`config.mk`:
```
export PLATFORM = sky130hd
export DESIGN_NAME = uart_cmd_sequencer_flat
export DESIGN_NICKNAME = d
export VERILOG_FILES = /design/src/rtl/uart_cmd_sequencer_if.sv /design/src/rtl/uart_cmd_sequencer.sv /design/src/flat_wrapper.sv
export SDC_FILE = /design/constraint.sdc
export NUM_CORES = 1
export LEC_CHECK = 0
export CAP_MARGIN = 20
export CORE_ASPECT_RATIO = 1.25
export CORE_MARGIN = 4
export CORE_UTILIZATION = 56
export CTS_CLUSTER_SIZE = 24
export DETAILED_ROUTE_END_ITERATION = 8
export PLACE_DENSITY = 0.81
export SYNTH_ARGS = -nofsm -noshare
export SYNTH_HDL_FRONTEND = slang
export SYNTH_SLANG_ARGS = --single-unit
```
`constraint.sdc`:
```
create_clock -name CLK_50 -period 2.85 [get_ports CLK_50]
set_clock_uncertainty 0.1 [all_clocks]
set_input_delay 0.285 -clock CLK_50 [delete_from_list [all_inputs] [get_ports CLK_50]]
set_output_delay 0.285 -clock CLK_50 [all_outputs]
set_load 0.01 [all_outputs]
```
`src/rtl/uart_cmd_sequencer_if.sv`:
```
`timescale 1ns/1ps
// Handshake and status bundle between the command sequencer and the UART RX/TX
// and accelerometer SPI reader. The sequencer is the slave side.
interface uart_cmd_sequencer_if;
  logic       rx_ready;
  logic [7:0] rx_data;
  logic       sample_valid;
  logic [7:0] data_l;
  logic [7:0] data_h;
  logic       tx_busy;
  logic       tx_start;
  logic [7:0] tx_data;
  logic [2:0] dimension;
  logic       busy;
  logic       frame_done;
  logic       cmd_error;
  logic       cmd_overrun;
  logic       timeout;

  modport master (
    output rx_ready, rx_data, sample_valid, data_l, data_h, tx_busy,
    input  tx_start, tx_data, dimension, busy, frame_done, cmd_error,
           cmd_overrun, timeout
  );

  modport slave (
    input  rx_ready, rx_data, sample_valid, data_l, data_h, tx_busy,
    output tx_start, tx_data, dimension, busy, frame_done, cmd_error,
           cmd_overrun, timeout
  );
endinterface

```
`src/rtl/uart_cmd_sequencer.sv`:
```
`timescale 1ns/1ps
// Command/response sequencer: decodes single-byte axis commands, selects the
// accelerometer axis, waits for a fresh sample and sends a 3-byte frame
// (header, data low, data high) through the UART transmitter start/busy handshake.
//
// state       | meaning
// ------------+-----------------------------------------------------------
// IDLE        | waiting for a command byte
// WAIT_SAMPLE | axis selected, skipping stale samples, timeout running
// TX_REQ      | frame byte ready, start issued once transmitter is idle
// TX_WAIT_HI  | waiting for transmitter to go busy (gives up after 4 cycles)
// TX_WAIT_LO  | waiting for transmitter to finish the byte
// DONE        | frame complete, frame_done pulse visible
module uart_cmd_sequencer #(
  parameter int unsigned DISCARD_SAMPLES = 1,
  parameter int unsigned TIMEOUT_CYCLES  = 5_000_000
) (
  input  logic                       CLK_50,
  input  logic                       iRSTN,
  uart_cmd_sequencer_if.slave        bus
);

  localparam logic [7:0]  HEADER_BYTE  = 8'h00;
  localparam logic [7:0]  ERR_BYTE     = 8'hEE;
  localparam logic [7:0]  CMD_X        = 8'h78;
  localparam logic [7:0]  CMD_Y        = 8'h79;
  localparam logic [7:0]  CMD_Z        = 8'h7A;
  localparam logic [3:0]  DISCARD_CNT  = 4'(DISCARD_SAMPLES);
  localparam logic [23:0] TIMEOUT_LAST = 24'(TIMEOUT_CYCLES - 1);
  localparam logic [23:0] HI_WAIT_LAST = 24'd3;

  typedef enum logic [2:0] {
    IDLE, WAIT_SAMPLE, TX_REQ, TX_WAIT_HI, TX_WAIT_LO, DONE
  } state_t;

  state_t      state_q, state_d;
  logic [2:0]  dim_q, dim_d;
  logic [3:0]  disc_q, disc_d;
  // Shared counter: sample timeout in WAIT_SAMPLE, busy-rise wait in TX_WAIT_HI.
  logic [23:0] cnt_q, cnt_d;
  // Frame bytes packed as {byte2, byte1, byte0}; doubles as the frozen sample hold.
  logic [23:0] frame_q, frame_d;
  logic [1:0]  idx_q, idx_d;
  logic [1:0]  idx_nxt;
  logic [7:0]  tx_data_q, tx_data_d;
  logic        frame_done_q, frame_done_d;
  logic        cmd_error_q, cmd_error_d;
  logic        cmd_overrun_q, cmd_overrun_d;
  logic        timeout_q, timeout_d;
  logic        tx_start;
  logic        cmd_ok;

  assign idx_nxt = idx_q + 2'd1;

  // Next-state, datapath and pulse decode.
  always_comb begin
    state_d       = state_q;
    dim_d         = dim_q;
    disc_d        = disc_q;
    cnt_d         = cnt_q;
    frame_d       = frame_q;
    idx_d         = idx_q;
    tx_data_d     = tx_data_q;
    frame_done_d  = 1'b0;
    cmd_error_d   = 1'b0;
    cmd_overrun_d = 1'b0;
    timeout_d     = 1'b0;
    tx_start      = 1'b0;
    cmd_ok        = 1'b0;

    if (bus.rx_ready && (state_q != IDLE)) cmd_overrun_d = 1'b1;

    case (state_q)
      IDLE: begin
        if (bus.rx_ready) begin
          case (bus.rx_data)
            CMD_X:   begin dim_d = 3'd0; cmd_ok = 1'b1; end
            CMD_Y:   begin dim_d = 3'd1; cmd_ok = 1'b1; end
            CMD_Z:   begin dim_d = 3'd2; cmd_ok = 1'b1; end
            default: cmd_error_d = 1'b1;
          endcase
          if (cmd_ok) begin
            disc_d  = 4'd0;
            cnt_d   = 24'd0;
            state_d = WAIT_SAMPLE;
          end
        end
      end
      WAIT_SAMPLE: begin
        // A capture in the same cycle as the timeout expiry takes priority.
        if (bus.sample_valid && (disc_q == DISCARD_CNT)) begin
          frame_d   = {bus.data_h, bus.data_l, HEADER_BYTE};
          idx_d     = 2'd0;
          tx_data_d = HEADER_BYTE;
          state_d   = TX_REQ;
        end else begin
          if (bus.sample_valid) disc_d = disc_q + 4'd1;
          if (cnt_q == TIMEOUT_LAST) begin
            timeout_d = 1'b1;
            frame_d   = {8'h00, 8'h00, ERR_BYTE};
            idx_d     = 2'd0;
            tx_data_d = ERR_BYTE;
            state_d   = TX_REQ;
          end else begin
            cnt_d = cnt_q + 24'd1;
          end
        end
      end
      TX_REQ: begin
        if (!bus.tx_busy) begin
          tx_start = 1'b1;
          cnt_d    = 24'd0;
          state_d  = TX_WAIT_HI;
        end
      end
      TX_WAIT_HI: begin
        if (bus.tx_busy || (cnt_q == HI_WAIT_LAST)) state_d = TX_WAIT_LO;
        else cnt_d = cnt_q + 24'd1;
      end
      TX_WAIT_LO: begin
        if (!bus.tx_busy) begin
          if (idx_q == 2'd2) begin
            frame_done_d = 1'b1;
            state_d      = DONE;
          end else begin
            idx_d     = idx_nxt;
            tx_data_d = frame_q[{idx_nxt, 3'b000} +: 8];
            state_d   = TX_REQ;
          end
        end
      end
      DONE:    state_d = IDLE;
      default: state_d = IDLE;
    endcase
  end

  // State and datapath registers; reset aborts any frame in flight.
  always_ff @(posedge CLK_50 or negedge iRSTN) begin
    if (!iRSTN) begin
      state_q       <= IDLE;
      dim_q         <= 3'd0;
      disc_q        <= 4'd0;
      cnt_q         <= 24'd0;
      frame_q       <= 24'd0;
      idx_q         <= 2'd0;
      tx_data_q     <= 8'h00;
      frame_done_q  <= 1'b0;
      cmd_error_q   <= 1'b0;
      cmd_overrun_q <= 1'b0;
      timeout_q     <= 1'b0;
    end else begin
      state_q       <= state_d;
      dim_q         <= dim_d;
      disc_q        <= disc_d;
      cnt_q         <= cnt_d;
      frame_q       <= frame_d;
      idx_q         <= idx_d;
      tx_data_q     <= tx_data_d;
      frame_done_q  <= frame_done_d;
      cmd_error_q   <= cmd_error_d;
      cmd_overrun_q <= cmd_overrun_d;
      timeout_q     <= timeout_d;
    end
  end

  assign bus.tx_start    = tx_start;
  assign bus.tx_data     = tx_data_q;
  assign bus.dimension   = dim_q;
  assign bus.busy        = (state_q != IDLE);
  assign bus.frame_done  = frame_done_q;
  assign bus.cmd_error   = cmd_error_q;
  assign bus.cmd_overrun = cmd_overrun_q;
  assign bus.timeout     = timeout_q;

endmodule

```
`src/flat_wrapper.sv`:
```
// flat-port wrapper written by rule: the top's interface ports become plain ports
module uart_cmd_sequencer_flat 
#(
  parameter int unsigned DISCARD_SAMPLES = 1,
  parameter int unsigned TIMEOUT_CYCLES  = 5_000_000
)
  (CLK_50, iRSTN, bus_rx_ready, bus_rx_data, bus_sample_valid, bus_data_l, bus_data_h, bus_tx_busy, bus_tx_start, bus_tx_data, bus_dimension, bus_busy, bus_frame_done, bus_cmd_error, bus_cmd_overrun, bus_timeout);
  uart_cmd_sequencer_if bus_i ();
  input  logic CLK_50;
  input  logic iRSTN;
  input wire logic [$bits(bus_i.rx_ready)-1:0] bus_rx_ready;
  input wire logic [$bits(bus_i.rx_data)-1:0] bus_rx_data;
  input wire logic [$bits(bus_i.sample_valid)-1:0] bus_sample_valid;
  input wire logic [$bits(bus_i.data_l)-1:0] bus_data_l;
  input wire logic [$bits(bus_i.data_h)-1:0] bus_data_h;
  input wire logic [$bits(bus_i.tx_busy)-1:0] bus_tx_busy;
  output wire logic [$bits(bus_i.tx_start)-1:0] bus_tx_start;
  output wire logic [$bits(bus_i.tx_data)-1:0] bus_tx_data;
  output wire logic [$bits(bus_i.dimension)-1:0] bus_dimension;
  output wire logic [$bits(bus_i.busy)-1:0] bus_busy;
  output wire logic [$bits(bus_i.frame_done)-1:0] bus_frame_done;
  output wire logic [$bits(bus_i.cmd_error)-1:0] bus_cmd_error;
  output wire logic [$bits(bus_i.cmd_overrun)-1:0] bus_cmd_overrun;
  output wire logic [$bits(bus_i.timeout)-1:0] bus_timeout;
  assign bus_i.rx_ready = bus_rx_ready;
  assign bus_i.rx_data = bus_rx_data;
  assign bus_i.sample_valid = bus_sample_valid;
  assign bus_i.data_l = bus_data_l;
  assign bus_i.data_h = bus_data_h;
  assign bus_i.tx_busy = bus_tx_busy;
  assign bus_tx_start = bus_i.tx_start;
  assign bus_tx_data = bus_i.tx_data;
  assign bus_dimension = bus_i.dimension;
  assign bus_busy = bus_i.busy;
  assign bus_frame_done = bus_i.frame_done;
  assign bus_cmd_error = bus_i.cmd_error;
  assign bus_cmd_overrun = bus_i.cmd_overrun;
  assign bus_timeout = bus_i.timeout;
  uart_cmd_sequencer #(.DISCARD_SAMPLES(DISCARD_SAMPLES), .TIMEOUT_CYCLES(TIMEOUT_CYCLES)) u_core (.CLK_50(CLK_50), .iRSTN(iRSTN), .bus(bus_i));
endmodule
```
# Word-level counts from Yosys, hierarchy flattened
# Cells that the tools add are included.
# totals
register_bits	72
input_bits	29
output_inout_bits	17
elab_cells	103
# classes
n_addsub	3
n_eq_ne	22
shifts	1
n_mux	49
n_reduce_logical	17
# op_table
cell	n
$mux W24	8
$pmux W24 S4	1
$mux W8	4
$add A24 B1 Y24 const B	1
$eq A24 B2 Y1 const B	1
$eq A24 B23 Y1 const B	1
$eq A8 B7 Y1 const B	3
$mux W3	8
$shiftx A24 B6 Y8	1
$mux W4	4
$ne A2 B2 Y1 const B	8
$pmux W8 S2	1
$mux W1	15
$pmux W3 S5	1
$pmux W3 S3	1
$mux W2	4
$pmux W4 S2	1
$reduce_and A7 Y1	1
$eq A3 B2 Y1 const B	2
$reduce_and A6 Y1	1
$reduce_bool A2 Y1	3
$reduce_bool A3 Y1	2
$reduce_and A5 Y1	1
$add A4 B1 Y4 const B	1
other kinds (16)	18

# Longest topological paths before layout
# Gate-level depths: netlist of the first run.
# logic_depth
depth_word	8
depth_mapped	9
depth_no_buf	7

# Worst setup path before layout of the first run
# Ideal clock, no wire load.
# synth_timing
path_kind	register to register
start	register u_core.idx_q[0]
end	register u_core.tx_data_q[1], in the netlist u_core.bus.tx_data[1]
setup_ns	0.128
t_arrival_ns	1.911
required_time_ns	2.622
slack_ns	0.711
path_stages_with_launch	10
path_buffers	2
synth_period_minus_slack_ns	2.139
cell_sequence	dfrtp_1 -> clkbuf_1 -> inv_1 -> ha_1 -> clkbuf_1 -> nand2_1 -> o21ai_0 -> a221oi_1 -> nor2_1 -> mux2_1
# synth_between
elab_chain_len	5
word_cells_on_any_way	8
classes_between	add/sub (1); eq/ne (2); shift (1); mux (3); reduce/logical (1)
# synth_rtl
element	line	text
from (decl)	uart_cmd_sequencer.sv:43	logic [1:0] idx_q, idx_d;
from (signal assigned)	uart_cmd_sequencer.sv:157	idx_q <= idx_d;
$add A2 B1 Y2	uart_cmd_sequencer.sv:53	assign idx_nxt = idx_q + 2'd1;
$shiftx A24 B6 Y8	uart_cmd_sequencer.sv:127	tx_data_d = frame_q[{idx_nxt, 3'b000} +: 8];
$mux W8	uart_cmd_sequencer.sv:122	if (idx_q == 2'd2) begin
$mux W8	uart_cmd_sequencer.sv:121	if (!bus.tx_busy) begin
$pmux W8 S2	uart_cmd_sequencer.sv:73	case (state_q)
to (signal assigned)	uart_cmd_sequencer.sv:158	tx_data_q <= tx_data_d;
to (decl)	uart_cmd_sequencer.sv:45	logic [7:0] tx_data_q, tx_data_d;
# Parallel ways exist; a longest one is shown, timed or not. The select of a mux whose other input is x is not followed.
# A chain may end at the register's enable or synchronous reset.

# Final worst setup path of the first run
# layout_timing
start	register u_core.cnt_q[16]
end	register u_core.tx_data_q[1], in the netlist u_core.bus.tx_data[1]
# layout_between
elab_chain_len	3
# layout_rtl
element	line	text
from (decl)	uart_cmd_sequencer.sv:40	logic [23:0] cnt_q, cnt_d;
from (signal assigned)	uart_cmd_sequencer.sv:155	cnt_q <= cnt_d;
$eq A24 B23 Y1	uart_cmd_sequencer.sv:98	if (cnt_q == TIMEOUT_LAST) begin
$ne A3 B1 Y1 (no line)	--	
$reduce_and A4 Y1 (no line)	--	
# Every way passes these cells.

==> impl_metrics.json, run 1 <==
{
  "status": "finished clean",
  "worst_pin_slew_ns": 0.853,
  "layout_commonest_cell": "dfrtp_1",
  "syn_nets": 401,
  "io-pin-count": 46,
  "synthCells": 367,
  "required_ns": 2.97,
  "clock_path_buffers": 2,
  "critPathTopFamily": "compound AO/OA/AOI/OAI gates",
  "ir_drop_uv": 481,
  "ys_ff_latch": 64,
  "core_sq_mm": 0.00621,
  "finalHoldViolations": 0,
  "netlist.area_leader.share_pct": 44.5,
  "r2r_slack_ns": 0.43,
  "grt_pass1_vias": 3045,
  "grt_pass1_wl_um": 13700,
  "yosysSeqAreaShare_pct": 44.5,
  "crit_slowest_cell": "dfrtp_1",
  "hpwlAfterDp_um": 5870,
  "final_cell_mix": "dfrtp_1, clkdlybuf4s50_1, nor2_1, nand2_1, o21ai_0",
  "worst-r2r-cell-count": 5,
  "h-tree-depth": 3,
  "cts_resized": 0,
  "grt-ovfl-total": 0,
  "fin_crit_sh_pct": 84.9,
  "clock-sinks": 64,
  "critPathMaxFanout": 11,
  "wire_per_inst_um": 15.9,
  "crit_type": "flip-flop to flip-flop",
  "critPathLaunchType": "flip-flop",
  "nNetsFinal": 443,
  "setup_tns_ns": 0,
  "die-area_sq_mm": 0.00778,
  "postSynth.asyncResetShare_pct": 100,
  "ant_nets": 0,
  "die_h_um": 97.6,
  "via_per_inst": 6.06,
  "synth_area_leaders": "dfrtp_1, a22o_1, nor2_1, nand2_1, o21ai_0",
  "gr-usage-all-layers_pct": 21.9,
  "cts_setup_buffers": 0,
  "slew_headroom_pct": 43.1,
  "setup_viol": 0,
  "diodes": 0,
  "p_leak_nw": 1.79,
  "max_freq_mhz": 413,
  "drive_gt1_share_pct": 11.6,
  "crit_buf_inv": 0,
  "final.min_clock_period_ns": 2.42,
  "cellPowerDensity_mw_per_mm2": 743,
  "cts_tree": "built",
  "start_util_pct": 57.9,
  "cts_buffers": 9,
  "grt_setup_unrepaired": "no",
  "area_growth_pct": 18.1,
  "min_from": "u_core.bus.tx_data[0]$_DFFE_PN0P_",
  "cp_cell_sequence": "nor4_1 > nand3_1 > o41ai_4 > a21boi_2 > mux2_1",
  "fin_cells": 498,
  "clock_latency_ns": 0.33,
  "hold_depth": 1,
  "critPathMaxStageDelay_ns": 0.46,
  "synth_area_leader_cell": "dfrtp_1",
  "synth_edf_count": 0,
  "worstPathArrival_ns": 2.54,
  "worst_setup_path_end_kind": "flip-flop",
  "slew_violations": 0,
  "yosysUniqueCellTypes": 62,
  "gp_congestion": 0.920,
  "num_rows": 32,
  "yosys_most_used_dff": "dfrtp_1",
  "post-route-drc-count": 0,
  "routed_wl_um": 7940,
  "holdPathEnd": "u_core.bus.tx_data[0]$_DFFE_PN0P_",
  "dr.pass1.iters": 4,
  "port_buffers": 44,
  "grt_start_max_net_pins": 41,
  "netlist_area_sq_mm": 0.00360,
  "rr_startpoint": "u_core.cnt_q[16]$_DFFE_PN0P_",
  "die_w_um": 79.7,
  "whs_ns": 0.400,
  "ys_warn_count": 0,
  "maxCapViolations": 0,
  "place.detailed.instances": 482,
  "clock-root-buffer": "clkbuf_8",
  "hp-class": "flip-flop to flip-flop",
  "vias": 3018,
  "grt_antenna_before_repair": 0,
  "r2r_end": "u_core.bus.tx_data[1]$_DFFE_PN0P_",
  "cts.clk_slew.worst_paths_ns": 0.07,
  "drt_iter0_drc": 298,
  "avgSynthCellArea_sq_um": 9.80
}
-- per-layer routing --
layer | wire length (um) | share of wire [%] | global-route usage (%) | up-vias
met5 | 0 | 0 | 0 | -
met4 | 148 | 1.9 | 8.86 | 0
met3 | 356 | 4.5 | 5.19 | 18
met2 | 4010 | 50 | 36.1 | 79
met1 | 3420 | 43 | 27.3 | 1450
li1 | - | - | - | 1471
-- power breakdown --
part           internal, W  switching, W
combinational     0.000577      0.000637
sequential         0.00107      0.000186
clock             0.000355      0.000325
-- through the flow --
step	total power (W)	utilization (%)	setup slack [ns]	instance area, sq um
final	0.00315	68.4	0.429	4250
after global routing	0.00337	68.4	0.301	4250
after CTS	0.00317	68.4	0.411	4250
after detailed placement	0.00248	65.5	0.405	4060
after global placement	0.00245	65.5	0.472	4060
after floorplan	0.00209	-	0.711	3600
-- sequential cells by signal (all words and copies together) (netlist names), 2 cells and up --
name                  count
u_core.frame_q           17
u_core.bus.dimension      2
u_core.idx_q              2
u_core.bus.tx_data        8
u_core.state_q            3
u_core.cnt_q             24
u_core.disc_q             4
-- synthesized netlist by cell type, drive strengths merged (2+ instances only) --
master	number
o211a	2
a221oi	5
o21ai	30
nor3	12
o21a	2
clkbuf	9
nand3b	2
nand2	29
nor4b	2
a31oi	7
and4	3
a22oi	3
o211ai	2
nand2b	3
and2	4
nor2b	5
a221o	3
mux2	6
a21oi	12
o41ai	5
a211o	2
and3	3
nand3	15
inv	15
mux2i	2
o31ai	14
nand4	7
nor2	31
dfrtp	64
buf	15
o2bb2ai	5
ha	5
nor4	10
a41oi	4
a22o	17
-- worst max path at each step --
stage / from / endpoint / cells after the start / slack, ns
after CTS: u_core.state_q[1]$_DFFE_PN0P_ / bus_tx_start / 4 / 0.41
after global routing: u_core.cnt_q[16]$_DFFE_PN0P_ / u_core.bus.tx_data[1]$_DFFE_PN0P_ / 5 / 0.30
after global placement: bus_rx_data[5] / u_core.cnt_q[23]$_DFFE_PN0P_ / 6 / 0.47
final: u_core.cnt_q[16]$_DFFE_PN0P_ / u_core.bus.tx_data[1]$_DFFE_PN0P_ / 5 / 0.43
after floorplan: u_core.idx_q[0]$_DFFE_PN0P_ / u_core.bus.tx_data[1]$_DFFE_PN0P_ / 9 / 0.71
after detailed placement: bus_sample_valid / u_core.cnt_q[19]$_DFFE_PN0P_ / 8 / 0.40
-- cell type report --
type | instances | area, sq um
clock buffer | 12 | 155
clock inverter | 3 | 17.5
fill | 473 | 1960
inverter | 15 | 56.3
multi-input combinational | 264 | 1780
sequential | 64 | 1600
tap | 85 | 106
timing repair buffer | 55 | 533
-- worst register-to-register path, stage by stage, from the launching register on --
cell and delay (ns):
dfrtp_1 0.46, nor4_1 0.39, nand3_1 0.25, o41ai_4 0.46, a21boi_2 0.26, mux2_1 0.38
-- kinds of logic after synthesis --
group,count (synthesis),share of synthesized area [%]
AO/OA/AOI/OAI,117,23.8
buffers and inverters,39,6.19
AND/OR/NAND/NOR,133,20.7
adder cells (fa/ha/maj),5,1.74
other,1,0.104
multiplexers,8,2.96
flip-flops,64,44.5
-- what timing repair did --
item                                    4_1_cts  5_1_grt
endpoints found under the hold margin        38        0
endpoints found under the setup margin        0        0
hold buffers                                  1        0
(Power assumes the default switching activity.)
==> inputs of run 2 (changes only) <==
clock period = 2.3 ns   (was 2.85 ns; I/O delays follow)
==> impl_metrics.json, run 2 (synthesized netlist as in run 1, its figures left out) <==
{
  "status": "finished clean",
  "r2r_slack_ns": 0.07,
  "seqPwrFrac_pct": 34.1,
  "io-pin-count": 46,
  "grt_antenna_before_repair": 0,
  "pwr-share-clk_pct": 24.8,
  "drt_iter0_drc": 301,
  "grt_pass1_vias": 3261,
  "grt-ovfl-total": 0,
  "worst-r2r-cell-count": 8,
  "combinationalPowerShare_pct": 41.1,
  "crit_slowest_cell": "dfrtp_1",
  "slew_headroom_pct": 58.1,
  "post-route-drc-count": 0,
  "grt-busiest-layer": "met2",
  "required_ns": 2.43,
  "p_leak_nw": 2.00,
  "die-area_sq_mm": 0.00778,
  "drive_gt1_share_pct": 20.0,
  "met3_usage_pct": 4.36,
  "ir_drop_uv": 622,
  "setup.worst_path.start": "u_core.cnt_q[0]$_DFFE_PN0P_",
  "cts_buffers": 9,
  "place.detailed.instances": 516,
  "slew_violations": 0,
  "die_h_um": 97.6,
  "fin_cells": 534,
  "cts.clk_slew.worst_paths_ns": 0.07,
  "final_cell_mix": "dfrtp_1, clkdlybuf4s50_1, buf_4, nor2_1, nand2_1",
  "final.min_clock_period_ns": 2.23,
  "grt_start_max_net_pins": 29,
  "critPathLaunchType": "flip-flop",
  "area_growth_pct": 28.9,
  "dr.pass1.iters": 5,
  "port_buffers": 44,
  "top_register": "u_core.cnt_q",
  "via_per_inst": 6.23,
  "nNetsFinal": 478,
  "swShare_pct": 35.8,
  "met2_usage_pct": 40.4,
  "largest_register_ffs": 24,
  "gp_congestion": 0.926,
  "layout_commonest_cell": "dfrtp_1",
  "finalHoldViolations": 0,
  "setup_viol": 0,
  "num_rows": 32,
  "cp_cell_sequence": "buf_4 > ha_1 > nor4b_1 > and4_1 > o21ai_1 > nand2_1 > buf_12 > o41ai_2",
  "gr-usage-all-layers_pct": 24.3,
  "cellPowerDensity_mw_per_mm2": 951,
  "clock_path_buffers": 2,
  "wire_per_inst_um": 16.7,
  "grt_pass1_wl_um": 15200,
  "setup_tns_ns": 0,
  "start_util_pct": 57.9,
  "max_freq_mhz": 449,
  "diodes": 0,
  "p_switching_w": 0.00158,
  "setup.worst_path.end": "u_core.cnt_q[19]$_DFFE_PN0P_",
  "core_sq_mm": 0.00621,
  "crit_type": "flip-flop to flip-flop",
  "cts_tree": "built",
  "r2r_end": "u_core.cnt_q[19]$_DFFE_PN0P_",
  "worstPathArrival_ns": 2.36,
  "maxCapViolations": 0,
  "internal_power_w": 0.00283,
  "clock_latency_ns": 0.35,
  "die_w_um": 79.7,
  "fin_crit_sh_pct": 96.9,
  "clock-sinks": 64,
  "hp-class": "primary input to async pin",
  "rr_startpoint": "u_core.cnt_q[0]$_DFFE_PN0P_",
  "use_met1_pct": 30.0,
  "ant_nets": 0,
  "critPathMaxFanout": 17,
  "routed_wl_um": 8940,
  "hpwlAfterDp_um": 6450,
  "h-tree-depth": 3,
  "critPathMaxStageDelay_ns": 0.40,
  "vias": 3329,
  "worst_setup_path_end_kind": "flip-flop",
  "clock-root-buffer": "clkbuf_8",
  "worst_pin_slew_ns": 0.629
}
-- run 2: timing repair --
item                                   in CTS  in global routing
setup buffers                               0                  1
resized for setup                           4                  6
pin swaps                                   0                  1
endpoints found under the hold margin      24                  0
hold buffers                                1                  0
setup endpoints to repair                   2                 29
-- run 2: stage by stage --
step | hold WS (ns) | total power (W) | setup WS (ns) | area [sq um] | util [%]
final | 0.332 | 0.00441 | 0.0723 | 4630 | 74.7
after global routing | 0.380 | 0.00467 | -0.0689 | 4630 | 74.7
after CTS | 0.334 | 0.00436 | 0.0637 | 4590 | 73.9
after detailed placement | 0.174 | 0.00324 | -0.0337 | 4340 | 70.0
after global placement | 0.164 | 0.00319 | -0.0110 | 4340 | 70.0
after floorplan | -0.166 | 0.00259 | 0.161 | 3600 | -
-- run 2: layout make-up --
type	count	area [sq um]
Timing Repair Buffer	90	820
Sequential cell	64	1600
Multi-Input combinational cell	264	1830
Fill cell	420	1570
Clock buffer	11	141
Inverter	15	56.3
Tap cell	85	106
Clock inverter	5	80.1
-- run 2: power groups by stage --
stage               logic (W)  registers (W)  clock network (W)
floorplan             0.00109        0.00150                  0
global placement      0.00168        0.00151                  0
detailed placement    0.00173        0.00151                  0
CTS                   0.00176        0.00150            0.00110
global route          0.00199        0.00153            0.00115
finish                0.00181        0.00150            0.00109
-- run 2: how the worst min path moves through the flow --
stage,from,endpoint,slack [ns],depth (start not counted)
floorplan,iRSTN,u_core.bus.cmd_error$_DFF_PN0_,-0.17,0
global placement,iRSTN,u_core.cnt_q[19]$_DFFE_PN0P_,0.16,1
detailed placement,iRSTN,u_core.cnt_q[19]$_DFFE_PN0P_,0.17,1
CTS,iRSTN,u_core.cnt_q[4]$_DFFE_PN0P_,0.33,2
global route,bus_data_l[1],u_core.frame_q[9]$_DFFE_PN0P_,0.38,2
finish,iRSTN,u_core.cnt_q[4]$_DFFE_PN0P_,0.33,2
-- run 2: per-layer routing --
metal | wire (um) | up-vias
li1 | - | 1541
met1 | 3540 | 1614
met2 | 4540 | 149
met3 | 606 | 25
met4 | 261 | 0
met5 | 0 | -
-- run 2: critical path: cells and delay by family (launching register included) --
kind / cells / cell delay, ns
simple gates: 3 / 0.50
compound gates: 2 / 0.53
fa+ha+maj: 1 / 0.24
buf+inv: 2 / 0.34
flops: 1 / 0.40
